## config.mk

```make
export PLATFORM = sky130hd
export DESIGN_NAME = parking_zone_controller
export DESIGN_NICKNAME = d
export VERILOG_FILES = /design/src/rtl/parking_zone_controller.sv
export SDC_FILE = /design/constraint.sdc
export NUM_CORES = 1
export LEC_CHECK = 0
export BUFFER_PORTS_ARGS = -buffer_cell sky130_fd_sc_hd__buf_4
export CAP_MARGIN = 20
export CORE_MARGIN = 5
export CORE_UTILIZATION = 46
export DETAILED_ROUTE_END_ITERATION = 7
export PLACE_DENSITY_LB_ADDON = 0.2
export SYNTH_ARGS = -nofsm -noshare
export SYNTH_HDL_FRONTEND = slang
export SYNTH_SLANG_ARGS = --single-unit
```

## constraint.sdc

```tcl
create_clock -name clk -period 14.28 [get_ports clk]
set_input_delay 1.428 -clock clk [delete_from_list [all_inputs] [get_ports clk]]
set_output_delay 1.428 -clock clk [all_outputs]
set_load 0.03 [all_outputs]
```

## src/rtl/parking_zone_controller.sv

```systemverilog
// Parking zone controller: per-class occupancy and caps, with a time-phased guest cap boost.
// Optional per-class denial counters are built when PARKING_DENY_STATS_EN is defined.
module parking_zone_controller #(
   parameter int unsigned NUM_CLASSES = 3,
   parameter int unsigned CNT_W       = 10,
   parameter int unsigned TOTAL_CAP   = 700,
   parameter int unsigned RES_CAP     = 500,
   parameter int unsigned BASE_CAP    = 200,
   parameter int unsigned PHASE_TICKS = 120,
   parameter int unsigned MAX_PHASE   = 4,
   parameter int unsigned PHASE_STEP  = 50,
   localparam int unsigned CLS_W      = (NUM_CLASSES > 1) ? $clog2(NUM_CLASSES) : 1
) (
   input  logic                         clk,
   input  logic                         reset,
   input  logic                         minute_tick,
   input  logic                         entry_valid,
   input  logic [CLS_W-1:0]             entry_class,
   input  logic                         exit_valid,
   input  logic [CLS_W-1:0]             exit_class,
   input  logic                         cfg_we,
   input  logic [CLS_W-1:0]             cfg_class,
   input  logic [CNT_W-1:0]             cfg_cap,
   output logic                         entry_grant,
   output logic                         entry_deny,
   output logic                         exit_ack,
   output logic                         exit_err,
   output logic [NUM_CLASSES*CNT_W-1:0] occ_bus,
   output logic [NUM_CLASSES*CNT_W-1:0] free_bus,
   output logic [NUM_CLASSES-1:0]       avail,
   output logic [CNT_W-1:0]             total_occ,
   output logic                         lot_full,
   output logic [2:0]                   phase,
   output logic [NUM_CLASSES*16-1:0]    deny_cnt_bus
);

   localparam int unsigned GUEST = NUM_CLASSES - 1;
   localparam int unsigned TICK_W = (PHASE_TICKS > 1) ? $clog2(PHASE_TICKS) : 1;
   localparam logic [CNT_W:0] TOTAL_W = (CNT_W + 1)'(TOTAL_CAP);
   localparam logic [CNT_W-1:0] TOTAL_N = CNT_W'(TOTAL_CAP);

   logic [CNT_W-1:0]   occ_q [NUM_CLASSES];
   logic [CNT_W-1:0]   cap_q [NUM_CLASSES];
   logic [CNT_W:0]     eff_wide [NUM_CLASSES];
   logic [CNT_W-1:0]   eff [NUM_CLASSES];
   logic [CNT_W-1:0]   free [NUM_CLASSES];
   logic [CNT_W-1:0]   total_q;
   logic [2:0]         phase_q;
   logic [TICK_W-1:0]  tick_q;
   logic               grant_q, deny_q, ack_q, err_q;
   logic [NUM_CLASSES-1:0] ent_hit, ext_hit, room, has_occ;
   logic               grant_ok, exit_ok, lot_full_w;
   logic [CNT_W:0]     guest_add;

   assign guest_add  = (CNT_W + 1)'(phase_q) * (CNT_W + 1)'(PHASE_STEP);
   assign lot_full_w = (total_q == TOTAL_N);

   // Class decode by comparison so an out-of-range index simply matches no class.
   always_comb begin
      for (int unsigned c = 0; c < NUM_CLASSES; c++) begin
         eff_wide[c] = {1'b0, cap_q[c]} + ((c == GUEST) ? guest_add : '0);
         eff[c]      = (eff_wide[c] > TOTAL_W) ? TOTAL_N : eff_wide[c][CNT_W-1:0];
         free[c]     = (eff[c] > occ_q[c]) ? (eff[c] - occ_q[c]) : '0;
         ent_hit[c]  = entry_valid && (entry_class == CLS_W'(c));
         ext_hit[c]  = exit_valid && (exit_class == CLS_W'(c));
         room[c]     = (occ_q[c] < eff[c]);
         has_occ[c]  = (occ_q[c] != '0);
         avail[c]    = (free[c] != '0) && !lot_full_w;
         occ_bus[c*CNT_W +: CNT_W]  = occ_q[c];
         free_bus[c*CNT_W +: CNT_W] = free[c];
      end
   end

   assign grant_ok = (|(ent_hit & room)) && (total_q < TOTAL_N);
   assign exit_ok  = |(ext_hit & has_occ);

   always_ff @(posedge clk) begin
      if (reset) begin
         for (int unsigned c = 0; c < NUM_CLASSES; c++) begin
            occ_q[c] <= '0;
            cap_q[c] <= (c == 0) ? CNT_W'(RES_CAP) : CNT_W'(BASE_CAP);
         end
         total_q <= '0;
         phase_q <= '0;
         tick_q  <= '0;
         grant_q <= 1'b0;
         deny_q  <= 1'b0;
         ack_q   <= 1'b0;
         err_q   <= 1'b0;
      end else begin
         grant_q <= grant_ok;
         deny_q  <= entry_valid && !grant_ok;
         ack_q   <= exit_ok;
         err_q   <= exit_valid && !exit_ok;
         for (int unsigned c = 0; c < NUM_CLASSES; c++) begin
            occ_q[c] <= occ_q[c] + CNT_W'(ent_hit[c] && grant_ok)
                                 - CNT_W'(ext_hit[c] && exit_ok);
            if (cfg_we && (cfg_class == CLS_W'(c))) begin
               cap_q[c] <= cfg_cap;
            end
         end
         total_q <= total_q + CNT_W'(grant_ok) - CNT_W'(exit_ok);
         // Once saturated the tick counter stays parked at zero.
         if (minute_tick && (phase_q < 3'(MAX_PHASE))) begin
            if (tick_q == TICK_W'(PHASE_TICKS - 1)) begin
               tick_q  <= '0;
               phase_q <= phase_q + 3'd1;
            end else begin
               tick_q <= tick_q + TICK_W'(1);
            end
         end
      end
   end

   assign entry_grant = grant_q;
   assign entry_deny  = deny_q;
   assign exit_ack    = ack_q;
   assign exit_err    = err_q;
   assign total_occ   = total_q;
   assign lot_full    = lot_full_w;
   assign phase       = phase_q;

`ifdef PARKING_DENY_STATS_EN
   logic [15:0] deny_cnt_q [NUM_CLASSES];

   always_ff @(posedge clk) begin
      if (reset) begin
         for (int unsigned c = 0; c < NUM_CLASSES; c++) begin
            deny_cnt_q[c] <= '0;
         end
      end else begin
         for (int unsigned c = 0; c < NUM_CLASSES; c++) begin
            if (ent_hit[c] && !grant_ok && (deny_cnt_q[c] != 16'hFFFF)) begin
               deny_cnt_q[c] <= deny_cnt_q[c] + 16'd1;
            end
         end
      end
   end

   always_comb begin
      for (int unsigned c = 0; c < NUM_CLASSES; c++) begin
         deny_cnt_bus[c*16 +: 16] = deny_cnt_q[c];
      end
   end
`else
   assign deny_cnt_bus = '0;
`endif

endmodule

```

==> summary.txt, run 1 <==
Top-count cell post-synth -> ha_1
Tmin final -> 6.83 ns
Ant diodes -> 0
Vias post-DR -> 5980
Syn Inst Count -> 843
RSZ-0062 raised after global routing -> no
Yosys reg bits -> 84
Lkg Pwr -> 0.00382 uW
Worst setup path start -> phase[1]
FF/Latch Area -> 1980 um2
Hold Violations, Final -> 0
Top cell type by total area after synthesis -> ha_1
Maximum number of pins on one net before global-route repair -> 63
Clock power frac -> 11.7%
Residual DRC count -> 0
Final nets -> 1073
Die width -> 136 um
Largest stage delay, worst path -> 0.42 ns
Post-synthesis cell area -> 7320 um2
Slowest CP cell -> dfxtp_1
DRT iter0 DRCs -> 330
Register area share after synthesis -> 27.1%
FF-to-FF path depth -> 30
Top cells by count, synth -> ha_1, nor2_1, inv_1
Slew Viols, Final -> 0
Gpl congestion -> 0.910
IO Count -> 151
Net switching fraction of the power -> 49.3%
Post-DRT Antenna Nets -> 0
Worst EP required -> 14.49 ns
CP Launch Type -> flip-flop
Post-synth EDFFs -> 30
Fraction of layout cells with a size suffix above 1 -> 16.9%
# hold bufs at CTS -> 0
Clock tree buffer depth -> 2
Final setup vio count -> 0
Wire per inst -> 14.7 um
CTS buffer count -> 9
Post-DR vias/cell -> 5.15
Setup repair bufs after CTS -> 0
Switch Pwr -> 998 uW
Setup TNS -> 0 ns
Fmax -> 146 MHz
Overflow after GRT -> 0
Ys async rst share -> 0%
Core Area -> 15800 um2
Main synth FF type -> dfxtp_1
Vias in the first global route -> 5633
Dpl ws -> 7.45 ns
First-pass GRT wire length -> 27.4 mm
Syn_area_per_cell -> 8.68 um2
Worst clock skew -> 0.00813 ns
MaxCap Viol Count -> 0
Fin worst setup slack -> 7.45 ns
Clock Latency Late Sink -> 0.34 ns
Worst Max-Slew Pin Slew -> 0.885 ns
Root Buffer -> clkbuf_16
Synth area leaders -> ha_1, dfxtp_1, edfxtp_1, buf_4, nor2_1
# rows -> 46
TritonRoute pass-1 iters -> 5
CTS Sinks -> 84
Area of the die -> 18500 um2
PwrDens -> 241 nW/um2
WS Path Type -> reg -> reg
Period utilisation layout -> 47.8%
Placed wire-length estimate -> 14.0 mm
Initial antenna violation count -> 0
Critical Path AT -> 7.04 ns
Synth cell types -> 68
Filler cell count -> 1547
Critical path peak fanout -> 11
Slew Limit Headroom -> 40.4%
Synth Warn # -> 0
Maximum vdd drop -> 0.104 mV
Status -> finished clean
Post-CTS sizing -> 0
CTS tree -> done
Wirelength, routed -> 17.0 mm
CP Capture Type -> flip-flop
Crit path capture -> total_occ[6]
Die Height -> 136 um
H-tree depth -> 3
Reg power frac -> 17.4%
R2R Path End -> total_occ[6]
Synth top area share -> 17.4%
GRT Util Overall -> 18.4%
Initial core utilization -> 46.4%
IO buf count -> 102
Worst min-delay path category -> reg -> reg
Comb pwr share -> 70.9%
Most Frequent Cell on Critical Path -> ha_1
Clock transition at path regs -> 0.07 ns
Area delta synth->final -> 14.9%
Multi-input logic area -> 4800 um2
Reg2reg setup slack -> 7.45 ns
FF-to-FF Start -> phase[1]
Internal power -> 1030 uW
[routing by layer]
metal	track usage [%]	part of all wire (%)
met2	30.1	46
met3	3.44	5.4
met5	0	0
met1	25.3	47
met4	4.09	1.1
[state kept, by name (all words and copies together) (netlist names), 3 cells and up]
register	count
cap_q	30
occ_q	30
total_occ	10
tick_q	7
phase	3
[logic make-up (layout without fill, tap and decap cells)]
kind of cell | after synthesis | in the layout | share of synthesized area [%]
AO/OA/AOI/OAI | 169 | 169 | 15.7
XOR/XNOR | 53 | 53 | 6.34
adder cells (fa/ha/maj) | 110 | 110 | 19.6
multiplexers | 8 | 8 | 1.18
other | 1 | 48 | 0.0512
AND/OR/NAND/NOR | 281 | 281 | 20.3
flip-flops | 84 | 84 | 27.1
buffers and inverters | 137 | 193 | 9.76
[stage by stage]
stage	hold WS (ns)	power (uW)	utilization (%)	cells	instance area, um2
finish	0.462	2020	53.3	1162	8410
global route	0.503	2190	53.3	1162	8410
CTS	0.467	2030	53.3	1162	8410
detailed placement	0.457	1790	51.4	1146	8110
global placement	0.447	1790	51.4	1146	8110
floorplan	0.435	1440	-	890	7500
[worst min-delay path by stage]
stage          slack, ns  startpoint   endpoint  cells after the start
2_1_floorplan       0.43   tick_q[6]  tick_q[6]                      2
6_report            0.46   tick_q[6]  tick_q[6]                      2
5_1_grt             0.50   tick_q[6]  tick_q[6]                      2
3_3_place_gp        0.45   tick_q[6]  tick_q[6]                      2
3_5_place_dp        0.46   tick_q[6]  tick_q[6]                      2
4_1_cts             0.47   tick_q[6]  tick_q[6]                      2
[power by group through the flow]
stage	clock network, uW	logic, uW	registers, uW
2_1_floorplan	0	1010	433
3_3_place_gp	0	1430	360
3_5_place_dp	0	1430	359
4_1_cts	242	1440	354
5_1_grt	252	1580	361
6_report	236	1430	353
[area by class of cell]
| cell class | instances | share of cell area [%] |
|---|---|---|
| Multi-Input combinational cell | 669 | 57.1 |
| Timing Repair Buffer | 105 | 9.37 |
| Inverter | 72 | 3.21 |
| Clock buffer | 10 | 2.98 |
| Tap cell | 216 | 3.21 |
| Sequential cell | 84 | 23.6 |
| Clock inverter | 6 | 0.580 |
[critical path: cells and delay by family (launching register included)]
family / cells / cell delay (ns)
DFF: 1 / 0.42
xor gates and xnor gates: 1 / 0.16
muxes: 1 / 0.40
and+or+nand+nor: 4 / 0.78
AOI/OAI and AO/OA: 12 / 2.38
buffers and inverters: 4 / 0.24
adders and majority gates: 8 / 2.31
[cell usage in the layout, fill, tap and decap left out, types with 8 or more instances in the layout]
cell	count
clkbuf_16	10
nand2_1	28
buf_4	105
a21oi_1	48
and3_1	9
edfxtp_1	30
ha_1	102
xor2_1	16
nand2b_1	12
or2_2	17
and2_1	10
dfxtp_1	54
nand3_1	9
nor2b_1	32
conb_1	48
a21o_1	15
o21bai_1	16
o21ai_0	18
fa_1	8
nand4_1	13
o21a_1	12
nor3_1	23
xnor2_1	37
nor2_1	95
inv_1	72
Note: power is estimated with default switching activity, not from simulation.
==> inputs of run 2 (changes only) <==
- clock period: 14.28 -> 6.8 ns (I/O delays scaled with it)
==> run 2 against run 1 <==
Count of clock-buffer cells in the layout did not move. Utilization grew 0.29 points. Sequential share of layout area is 0.11 points lower. Maximum frequency is 7.3% higher. Die area unchanged. Non-clock buffer count up 1. Critical endpoint unchanged. Largest power group unchanged.
==> summary.txt, run 2 (synthesis results as in run 1) <==
Vias post-DR -> 5976
FF-to-FF path depth -> 30
H-tree depth -> 3
Core Area -> 15800 um2
Slowest CP cell -> fa_1
Setup TNS -> 0 ns
Pwr Total -> 4300 uW
Final setup vio count -> 0
M2 GR Usage -> 29.4%
Worst min-delay path category -> reg -> reg
CTS buffer count -> 9
Clock transition at path regs -> 0.07 ns
Filler cell count -> 1504
Critical path peak fanout -> 8
Placed wire-length estimate -> 14.0 mm
Initial core utilization -> 46.4%
Clock Latency Late Sink -> 0.35 ns
Hold Violations, Final -> 0
Period utilisation layout -> 93.6%
Grt met1 use -> 25.4%
Final nets -> 1074
Area of the die -> 18500 um2
M3 GR Usage -> 3.55%
IO Count -> 151
First-pass GRT wire length -> 27.2 mm
Root Buffer -> clkbuf_16
Commonest non-fill, non-tap cells in the layout -> buf_4, ha_1, nor2_1, inv_1, dfxtp_1
MaxCap Viol Count -> 0
Slew Limit Headroom -> 25.2%
Worst Max-Slew Pin Slew -> 1.11 ns
Worst clock skew -> 0.00699 ns
Maximum number of pins on one net before global-route repair -> 63
# rows -> 46
Lkg Pwr -> 0.00385 uW
Slew Viols, Final -> 0
Most Frequent Cell on Critical Path -> ha_1
Wirelength, routed -> 17.2 mm
Commonest non-fill, non-tap cell in the layout -> buf_4
Initial antenna violation count -> 0
Die width -> 136 um
TritonRoute pass-1 iters -> 5
Wire per inst -> 14.8 um
RSZ-0062 raised after global routing -> no
Maximum vdd drop -> 0.256 mV
Post-DRT Antenna Nets -> 0
Hold path depth -> 2
Post-DR vias/cell -> 5.14
Ant diodes -> 0
Residual DRC count -> 0
FF-to-FF Start -> phase[1]
Top Usage Layer GRT -> met2
Setup repair bufs after CTS -> 0
Critical Path AT -> 6.58 ns
Vias in the first global route -> 5544
CP Launch Type -> flip-flop
IO buf count -> 102
Fraction of layout cells with a size suffix above 1 -> 17.4%
DRT iter0 DRCs -> 306
HP Start -> tick_q[6]
Die Height -> 136 um
Worst EP required -> 7.01 ns
Tmin final -> 6.36 ns
Area delta synth->final -> 15.5%
Status -> finished clean
CTS tree -> done
CTS Sinks -> 84
GRT Util Overall -> 18.3%
Fmax -> 157 MHz
Overflow after GRT -> 0
PwrDens -> 508 nW/um2
Clock tree buffer depth -> 2
CP Capture Type -> flip-flop
Largest stage delay, worst path -> 0.41 ns
WS Path Type -> reg -> reg
Gpl congestion -> 0.922
Worst setup path start -> phase[1]
## run 2: changes by cell type in the layout (fill, tap and decap cells not counted), sizes merged
cell / change
clkinv: -1
clkinvlp: +1
buf: +1
## run 2: timing repair
item / CTS / global route
hold buffers: 0 / 0
gates resized for setup: 0 / 6
endpoints found under the setup margin: 0 / 5
## run 2: layout make-up
cell class,instances,area (um2),share of cell area (%)
clock buffer,10,250,2.96
clock inverter,6,51.3,0.607
inverter,72,270,3.20
multi-input combinational,669,4830,57.2
sequential,84,1980,23.5
tap,216,270,3.20
timing repair buffer,106,796,9.41
## run 2: worst max-delay path: cells and delay by family, from the launching register on
kind	cells	cell delay [ns]
flops	1	0.38
mux	1	0.39
buf+inv	4	0.22
compound gates	12	2.20
simple gates	4	0.56
xor+xnor	1	0.17
fa+ha+maj	8	2.32
## run 2: power by group
| part | switching, uW | internal (uW) |
|---|---|---|
| logic | 1800 | 1250 |
| registers | 97.7 | 645 |
| clock network | 225 | 277 |
| total | 2120 | 2170 |
## run 2: final timing paths
| path | end | slack [ns] |
|---|---|---|
| hold / removal | tick_q[6] | 0.47 |
| hold reg to reg | tick_q[6] | 0.47 |
| setup reg to reg | total_occ[6] | 0.44 |
| setup / recovery | total_occ[6] | 0.44 |
## run 2: metal layers
layer,up-vias,part of all wire (%)
li1,3060,-
met1,2730,47
met2,163,46
met3,23,5.9
met4,0,1.6
met5,-,0
## run 2: metrics by stage
step                hold WS, ns  std cells  util (%)  worst slack, ns  cell area [um2]
floorplan                 0.435        890         -            0.935             7500
CTS                       0.469       1163      53.4            0.194             8420
global placement          0.447       1147      51.5            0.401             8120
detailed placement        0.457       1147      51.5            0.230             8120
finish                    0.466       1163      53.6            0.436             8450
global route              0.489       1163      53.6           0.0429             8450
==> inputs of run 3 (changes only) <==
- ABC_AREA: not set -> 1
==> run 3 against run 2 <==
Sequential cell count unchanged. Largest power group unchanged. Synthesized area increased by 7.3%. Non-clock buffer count decreased by 1. Critical endpoint is now total_occ[8]. Count of clock-buffer cells in the layout grew 4. Largest cell class unchanged. Sequential share of layout area shrank 1.4 points.
==> summary.txt, run 3 <==
Overflow after GRT -> 0
Period utilisation layout -> 84.0%
Post-synth EDFFs -> 30
PwrDens -> 475 nW/um2
Yosys reg bits -> 84
DRT iter0 DRCs -> 385
Post-DR vias/cell -> 4.80
# hold bufs at CTS -> 0
Post-synthesis cell area -> 7860 um2
Final nets -> 1385
Clock Latency Late Sink -> 0.34 ns
Most Frequent Cell on Critical Path -> ha_1
TritonRoute pass-1 iters -> 5
Synth area leaders -> ha_1, dfxtp_1, nand2_1, edfxtp_1, inv_1
Main synth FF type -> dfxtp_1
FF-to-FF path depth -> 35
Lkg Pwr -> 0.00493 uW
Maximum vdd drop -> 0.251 mV
GRT Util Overall -> 19.1%
First-pass GRT wire length -> 30.7 mm
H-tree depth -> 3
MaxCap Viol Count -> 0
Slew Viols, Final -> 0
CP Launch Type -> flip-flop
Worst clock skew -> 0.00680 ns
Worst EP required -> 7.03 ns
Top-count cell post-synth -> nand2_1
IO Count -> 151
FF/Latch Area -> 1980 um2
Post-DRT Antenna Nets -> 0
CTS Sinks -> 84
Ant diodes -> 0
Die width -> 141 um
Synth top area share -> 16.2%
Area of the die -> 19800 um2
Final setup vio count -> 0
Post-CTS sizing -> 0
Commonest non-fill, non-tap cells in the layout -> nand2_1, inv_1, nor2_1, buf_4, ha_1
Placed wire-length estimate -> 16.1 mm
Root Buffer -> clkbuf_16
Vias in the first global route -> 6384
Vias post-DR -> 7093
Synth cell types -> 40
WS Path Type -> reg -> reg
Ys async rst share -> 0%
Commonest non-fill, non-tap cell in the layout -> nand2_1
IO buf count -> 102
Syn_area_per_cell -> 6.83 um2
Area delta synth->final -> 14.3%
# rows -> 47
Clock tree buffer depth -> 2
Wirelength, routed -> 19.7 mm
Synth Warn # -> 0
Residual DRC count -> 0
Die Height -> 141 um
CP Capture Type -> flip-flop
Syn Inst Count -> 1150
Core Area -> 16600 um2
Wire per inst -> 13.3 um
Worst Max-Slew Pin Slew -> 0.768 ns
Util after Layout -> 54.0%
Critical path peak fanout -> 9
Hold Violations, Final -> 0
Worst min-delay path category -> reg -> reg
Initial antenna violation count -> 0
Setup TNS -> 0 ns
Status -> finished clean
Fmax -> 175 MHz
Initial core utilization -> 47.2%
CTS tree -> done
Slowest CP cell -> dfxtp_1
Clock transition at path regs -> 0.06 ns
CTS buffer count -> 9
Tmin final -> 5.71 ns
Fraction of layout cells with a size suffix above 1 -> 12.1%
Gpl congestion -> 0.925
Register area share after synthesis -> 25.2%
Critical Path AT -> 5.95 ns
RSZ-0062 raised after global routing -> no
Top cells by count, synth -> nand2_1, inv_1, nor2_1
Hold path depth -> 2
Largest stage delay, worst path -> 0.41 ns
Maximum number of pins on one net before global-route repair -> 32
Slew Limit Headroom -> 48.4%
Filler cell count -> 1631
Multi-input logic area -> 4800 um2
Setup repair bufs after CTS -> 0
Top cell type by total area after synthesis -> ha_1
## run 3: cell types whose count changed after synthesis, sizes merged, moves of 11 or more
| cell | previous run | this run |
|---|---|---|
| nand3 | 9 | 80 |
| inv | 72 | 218 |
| o21bai | 16 | 5 |
| xnor2 | 37 | 2 |
| nand2 | 28 | 254 |
| nand3b | 1 | 12 |
| nand2b | 12 | 0 |
| nor2 | 95 | 132 |
| a21oi | 49 | 70 |
| o21ai | 21 | 32 |
| nor2b | 32 | 0 |
## run 3: critical path, delay by kind of cell (launching register included)
kind	cells	cell delay, ns
buffers and inverters	4	0.34
and+or+nand+nor	19	1.94
AOI/OAI and AO/OA	4	0.64
adders and majority gates	8	2.28
DFF	1	0.41
## run 3: final timing paths
kind,startpoint,endpoint,slack [ns]
setup / recovery,phase[1],total_occ[8],1.09
setup reg to reg,phase[1],total_occ[8],1.09
hold reg to reg,tick_q[0],tick_q[0],0.50
hold / removal,tick_q[0],tick_q[0],0.50
## run 3: logic make-up after synthesis
family	Yosys count	synth area share (%)
buffers and inverters	279	15.9
other	1	0.0477
flip-flops	84	25.2
XOR/XNOR	12	1.43
AO/OA/AOI/OAI	133	9.62
adder cells (fa/ha/maj)	110	18.3
AND/OR/NAND/NOR	531	29.5
## run 3: layout make-up
type                    count  share of cell area (%)
multi-input cells         834                    53.5
inverters                 219                    9.15
well taps                 220                    3.06
clock buffers              14                    3.30
flip-flops and latches     84                    22.1
repair buffers            105                    8.78
clock inverters             2                   0.153
## run 3: per-layer routing
| metal | vias up | GRT usage, % | share of wire (%) | wire (um) |
|---|---|---|---|---|
| met3 | 20 | 2.64 | 5.0 | 980 |
| met4 | 0 | 5.30 | 1.5 | 292 |
| li1 | 3785 | - | - | - |
| met2 | 159 | 33.3 | 48 | 9380 |
| met5 | - | 0 | 0 | 0 |
| met1 | 3129 | 24.8 | 46 | 9070 |
## run 3: metrics by stage
step | cell area, um2 | cells | total power, uW | setup slack [ns] | hold slack (ns)
6_report | 8980 | 1478 | 4270 | 1.09 | 0.499
5_1_grt | 8980 | 1478 | 4670 | 0.584 | 0.544
4_1_cts | 8980 | 1478 | 4290 | 1.13 | 0.503
3_5_place_dp | 8670 | 1462 | 3760 | 1.14 | 0.494
3_3_place_gp | 8670 | 1462 | 3750 | 1.30 | 0.486
2_1_floorplan | 8030 | 1197 | 2980 | 1.72 | 0.466
## run 3: power breakdown
part,switching [uW],internal (uW)
clock network,207,303
logic,1960,1070
registers,94.5,639
total,2260,2010
